[src/rtl/radix4_booth_seq_mult.sv]
// Sequential radix-4 Booth multiplier: one Booth digit retired per clock into a 2N-bit accumulator.
// Define RADIX4_APPROX_EN to replace the low M bits of the 2X multiple with the matching bits of X.
module radix4_booth_seq_mult #(
  parameter int N = 16,
  parameter int M = 0
) (
  input  logic         clk,
  input  logic         rst,
  input  logic         in_valid,
  output logic         in_ready,
  input  logic [N-1:0] x,
  input  logic [N-1:0] y,
  input  logic         sgn,
  output logic         out_valid,
  input  logic         out_ready,
  output logic [2*N-1:0] p
);
  localparam int W  = N + 2;
  localparam int CW = $clog2(N/2 + 2);

  typedef enum logic [1:0] {IDLE, RUN, DONE} state_t;
  state_t state, state_nx;

  logic [W-1:0]   xr;
  logic [W:0]     yr;      // {y_ext, y[-1]}; shifts right two bits per digit
  logic [CW-1:0]  cnt, klast;
  logic [2*N-1:0] acc;
  logic           last;
  logic [W-1:0]   x2, mag, pp;
  logic           neg;
  logic [2*N-1:0] ppx;

  assign last = (cnt == klast);

  always_ff @(posedge clk) begin
    if (rst) state <= IDLE;
    else     state <= state_nx;
  end

  always_comb begin
    state_nx = state;
    unique case (state)
      IDLE: if (in_valid)  state_nx = RUN;
      RUN:  if (last)      state_nx = DONE;
      DONE: if (out_ready) state_nx = IDLE;
      default:             state_nx = IDLE;
    endcase
  end

  always_comb begin
    in_ready  = (state == IDLE);
    out_valid = (state == DONE);
  end

`ifdef RADIX4_APPROX_EN
  always_comb begin
    x2 = {xr[W-2:0], 1'b0};
    for (int b = 0; b < W; b++)
      if (b < M) x2[b] = xr[b];
  end
`else
  assign x2 = {xr[W-2:0], 1'b0};
`endif

  always_comb begin
    mag = '0;
    neg = 1'b0;
    unique case (yr[2:0])
      3'b001, 3'b010: mag = xr;
      3'b011:         mag = x2;
      3'b100:         begin mag = x2; neg = 1'b1; end
      3'b101, 3'b110: begin mag = xr; neg = 1'b1; end
      default:        mag = '0;
    endcase
  end

  assign pp  = neg ? -mag : mag;
  assign ppx = {{(2*N-W){pp[W-1]}}, pp};

  always_ff @(posedge clk) begin
    if (rst) begin
      xr    <= '0;
      yr    <= '0;
      cnt   <= '0;
      klast <= '0;
      acc   <= '0;
    end else begin
      unique case (state)
        IDLE: if (in_valid) begin
          xr    <= sgn ? {{2{x[N-1]}}, x} : {2'b00, x};
          yr    <= {(sgn ? {{2{y[N-1]}}, y} : {2'b00, y}), 1'b0};
          cnt   <= '0;
          klast <= sgn ? CW'(N/2 - 1) : CW'(N/2);
          acc   <= '0;
        end
        RUN: begin
          acc <= acc + (ppx << {cnt, 1'b0});
          yr  <= yr >> 2;
          cnt <= cnt + 1'b1;
        end
        default: ;
      endcase
    end
  end

  assign p = acc;
endmodule

[config.mk]
export PLATFORM = sky130hd
export DESIGN_NAME = radix4_booth_seq_mult
export DESIGN_NICKNAME = d
export VERILOG_FILES = /design/src/rtl/radix4_booth_seq_mult.sv
export SDC_FILE = /design/constraint.sdc
export NUM_CORES = 1
export LEC_CHECK = 0
export BUFFER_PORTS_ARGS = -buffer_cell sky130_fd_sc_hd__buf_4
export CORE_ASPECT_RATIO = 1.75
export CORE_MARGIN = 1
export CORE_UTILIZATION = 48
export CTS_CLUSTER_DIAMETER = 40
export DETAILED_ROUTE_END_ITERATION = 8
export PLACE_DENSITY = 0.67
export SYNTH_ARGS = -nofsm -noshare
export SYNTH_HDL_FRONTEND = slang
export SYNTH_SLANG_ARGS = --single-unit
export TNS_END_PERCENT = 5
[constraint.sdc]
create_clock -name clk -period 8.1 [get_ports clk]
set_clock_uncertainty 0.2 [all_clocks]
set_input_delay 2.43 -clock clk [delete_from_list [all_inputs] [get_ports clk]]
set_output_delay 2.43 -clock clk [all_outputs]
set_load 0.05 [all_outputs]
Word level (Yosys, flattened, before mapping) --
Index checks and enable logic that the tools add are counted. Widths: inputs -> output; s select.
Word-level totals: bits in registers 79, input port bits 37
Cells by class: add/subtract/negate cells 3, eq/ne operators 12, shift-type cells 1, mux-type cells 16, reductions and logical operators 8
Operator list (number):
- $pmux 32 s2 | 1
- $mux 18 | 3
- $pmux 19 s2 | 1
- $pmux 18 s2 | 1
- $add 32x32->32 | 1
- $mux 32 | 1
- $shl 32x5->32 | 1
- $mux 19 | 1
- $neg 18->18 | 1
- $eq 3x3->1 const B | 3
- $mux 4 | 2
- $pmux 4 s2 | 1
- $eq 3x2->1 const B | 2
- $mux 2 | 3
- $pmux 2 s3 | 1
- $add 4x1->4 const B | 1
- $eq 4x4->1 | 1
- $ne 2x2->1 const B | 2
- $reduce_and 2->1 | 2
- $reduce_or 4->1 | 1
- $eq 3x1->1 const B | 1
- $reduce_and 3->1 | 1
- $reduce_or 3->1 | 1
- $eq 2x1->1 const B | 1
- other kinds (6) | 6

Logic depth before layout (Yosys ltp) --
word-level depth 8, gate-level depth with buffers 28

Worst setup path before layout --
OpenSTA, ideal clock, no wires.
path kind register to register, start register yr[0], end register acc[31] (netlist: p[31]), library setup time 0.122 ns, data arrival time 5.114 ns, required time 7.778 ns, path slack 2.663 ns, cell stages (with the launch flop) 26, buffers on the path 4, cells stage by stage dfxtp_1 buf_4 buf_4 buf_2 buf_2 a221oi_1 a21o_1 ha_1 o21a_1 and3_1 a41o_1 a221o_1 mux2_2 mux2i_2 a211oi_1 ha_1 a211oi_1 o211ai_1 a221oi_1 nand2_1 or2_1 a31o_2 a221oi_1 xnor2_1 nor3_1 nand3b_1
On the way: cells in the longest elaborated chain, start to end 8
Ends and longest elaborated chain:
- from (decl) | line 25 | logic [W:0] yr;
- from (signal assigned) | line 91 | yr <= {(sgn ? {{2{y[N-1]}}, y} : {2'b00, y}), 1'b0};
- from (signal assigned) | line 98 | yr <= yr >> 2;
- $eq 3x3->1 (tied with other cells) | line 68 | unique case (yr[2:0])
- $reduce_or 4->1 (no source line) or $reduce_or 2->1 (tied branches)
- $pmux 18 s2 | line 68
- $neg 18->18 | line 77 | assign pp = neg ? -mag : mag;
- $mux 18 (*) | line 77
- $shl 32x5->32 (*) | line 97 | acc <= acc + (ppx << {cnt, 1'b0});
- $add 32x32->32 (*) | line 97
- $pmux 32 s2 (*) | line 88 | unique case (state)
- to (signal assigned) | line 97
- to (decl) | line 27 | logic [2*N-1:0] acc;
Mark *: on every way between the ends. The rest lies on a longest branch, timed or not. A chain may end at the register's enable or synchronous reset.

Worst setup path in the final report --
start register yr[2], end register acc[29] (netlist: p[29])
The elaborated chain is that of the path after synthesis.

==> run summary <==
status = complete, no violations
largest net degree at the start of global routing = 66
die height = 158 µm
reg-to-reg endpoint = p[29]$_SDFFE_PP0P_
critical path's top delay family = compound AO/OA/AOI/OAI gates
CP max-delay cell = dfxtp_1
max-slew violations = 0
Synth Warn # = 0
Pleak = 3.04 nW
worst slew pin tran = 1140 ps
nets@finish = 1,013
flop-to-flop setup slack = 1450 ps
# diodes = 0
root buffer cell = clkbuf_16
Syn Nets = 990
total setup buffers inserted after CTS = 0
GRT overflow = 0
H-tree Lvls = 3
Pwr Density = 190 nW/µm²
Mapped Cells = 917
Crit path buffers/inverters = 0
DRC Markers = 0
maximum clock frequency = 150 MHz
drt first-iter violations = 310
Core Util, Final = 0.556
Final Cell Area = 7480 µm²
antenna violations before repair = 0
first-pass GRT wire length = 31.9 mm
DRT Pass-1 Iters = 5
Peak VDD IR = 98.2 µV
Max clock buf depth = 2
final hold vios = 0
Wirelength per Cell = 17.6 µm
final period utilization = 0.821
Slew HR = 0.239
Total Wirelength = 19.7 mm
Hold WS = 257 ps
Critical Path, Cell by Cell = nor2b_1 -> a221oi_1 -> a21o_1 -> ha_1 -> o21a_1 -> and4_1 -> nand3_1 -> o311ai_0 -> a21boi_1 -> mux2i_1 -> and2_1 -> a211oi_1 -> ha_1 -> a211oi_1 -> o211ai_1 -> a221oi_1 -> nand2_1 -> o21ai_0 -> a21boi_1 -> o211ai_1 -> a21boi_0 -> or3_1 -> a32o_1
Crit. path cell count = 23
Hold Crit Class = flop to flop
max-cap viol count = 0
Cell Rows = 56
post-synthesis async set-or-reset flop share = 0
area delta synth->final = 12.6%
GRT Total Usage = 0.277
via count of the first global-routing pass = 6,540
commonest cells after routing, fill and taps aside = nand2_1 (128), a21oi_1 (108), buf_4 (81)
r2r worst-path depth = 23
Final setup viols = 0
Pwr Total = 0.00142 W
register area share after synthesis = 0.226
post-cts resize count = 0
die width = 90.9 µm
total CTS buffers = 9
Critical Path Source Type = flop
flops & latches, synth = 75
min cycle time layout = 6650 ps
type of element capturing the critical path = flop
Core Region = 13,500 µm²
Cell Area, Synth = 6640 µm²
IO Count = 71
worst r2r src = yr[2]$_SDFFE_PP0P_
commonest non-fill, non-tap cell in the layout = nand2_1
Area after DPL = 7170 µm²
critical path peak fanout = 24
Port Buffers = 70
RSZ-0062 raised after global routing = false
Initial Utilization = 0.494
share of cells above drive strength 1 = 0.137
Setup TNS Final = 0 ps
EDFF count, synth = 0
worst skew pair latency = 350 ps
CTS Sinks = 75
Filler cells = 1,389
Worst-path clk slew = 70 ps
ANT nets after route = 0
GP Congestion = 0.916
vias per cell = 6.20
hpwl dp = 14.4 mm
CP startpoint = yr[2]$_SDFFE_PP0P_
Synth Flop Type = dfxtp_1
Worst Setup EP = p[29]$_SDFFE_PP0P_
Hold-fix buffers, CTS = 0
CTS tree = yes
DR vias = 6,937
DIE AREA = 14,300 µm²
Netlist cell types = 79
mean area per synthesized cell = 7.24 µm²
crit path kind = flop to flop
CP max stage delay = 860 ps
Worst EP arrival = 6700 ps
CP required = 8150 ps
==> synthesized netlist by cell type, types with 4 or more instances <==
cell       number  area, µm²
a221oi_1       15        131
o21a_1          7       52.6
a31oi_1        11       68.8
o2bb2ai_1       5       43.8
a22o_1          4       35.0
o21bai_1        4       30.0
xnor2_1        21        184
inv_1          17       63.8
a211oi_1       13       97.6
or3_1           5       31.3
and2_1          5       31.3
a211o_1         5       43.8
a221o_1         7       70.1
nor2_1         74        278
or2_2           4       25.0
nand2b_1       10       62.6
a21o_1         14        105
buf_2          12       60.1
o21ai_0        39        195
nand3b_1        9       67.6
nor2b_1         8       50.1
a21oi_1       108        541
a31o_2          4       35.0
mux2i_1        18        180
a22oi_1        19        143
nor3_1         19       95.1
mux2_2          8       90.1
and3_1          7       43.8
a32oi_1         4       35.0
o211ai_1       12       90.1
clkbuf_1       49        184
o21ai_1        11       55.1
nand3_1        36        180
nand4_1         7       43.8
ha_1           35        438
o22ai_1         4       25.0
nand2_1       128        480
buf_1           4       15.0
dfxtp_1        75       1500
xor2_1         17        149
==> logic make-up after synthesis <==
logic type	count (synthesis)	share of synthesized area
and+or+nand+nor	328	0.228
AOI/OAI and AO/OA	321	0.320
buffers and inverters	89	0.0559
DFF	75	0.226
xor gates and xnor gates	39	0.0526
adders and majority gates	36	0.0689
muxes	29	0.0484
==> layer usage <==
layer	vias to the layer above	global-route usage	wire [µm]
li1	3417	-	-
met1	3255	0.297	7660
met2	206	0.516	10300
met3	59	0.0351	743
met4	0	0.163	950
met5	-	0	0
==> worst reg2reg max path, cell delays in order, from the launching register on <==
cell and delay [ps]:
dfxtp_1 860, nor2b_1 700, a221oi_1 170, a21o_1 200, ha_1 220, o21a_1 150
and4_1 270, nand3_1 110, o311ai_0 130, a21boi_1 340, mux2i_1 180, and2_1 190
a211oi_1 300, ha_1 360, a211oi_1 280, o211ai_1 170, a221oi_1 420, nand2_1 120
o21ai_0 230, a21boi_1 130, o211ai_1 170, a21boi_0 110, or3_1 310, a32o_1 250
==> where the power goes <==
part / internal (W) / switching [W]
clock network: 0.000220 / 0.000192
logic: 0.000212 / 0.000365
registers: 0.000397 / 0.0000348
==> stage by stage <==
step                worst slack, ps  cells
floorplan                      2660    917
finish                         1450   1119
detailed placement             1590   1103
CTS                            1560   1119
global route                    902   1119
global placement               1750   1103
==> sequential cells by signal, summed over array words and instances (netlist names) <==
register,cells
xr,17
klast,2
cnt,4
p,32
yr,18
state,2
==> how the worst min path moves through the flow <==
stage                        startpoint  cells past startpoint             endpoint  slack [ps]
floorplan           yr[10]$_SDFFE_PP0P_                      2  yr[10]$_SDFFE_PP0P_         240
global placement    yr[10]$_SDFFE_PP0P_                      2  yr[10]$_SDFFE_PP0P_         240
detailed placement  yr[14]$_SDFFE_PP0P_                      2  yr[14]$_SDFFE_PP0P_         250
CTS                 yr[14]$_SDFFE_PP0P_                      2  yr[14]$_SDFFE_PP0P_         260
global route        yr[14]$_SDFFE_PP0P_                      2  yr[14]$_SDFFE_PP0P_         270
finish               yr[9]$_SDFFE_PP0P_                      2   yr[9]$_SDFFE_PP0P_         260
==> cell type report <==
cell class | instances | area, µm² | area share
multi-input combinational | 753 | 4770 | 0.638
sequential | 75 | 1500 | 0.201
timing repair buffer | 81 | 608 | 0.0813
clock buffer | 9 | 225 | 0.0301
tap | 174 | 218 | 0.0291
clock inverter | 7 | 81.3 | 0.0109
inverter | 20 | 75.1 | 0.0100
(Power assumes the default switching activity.)
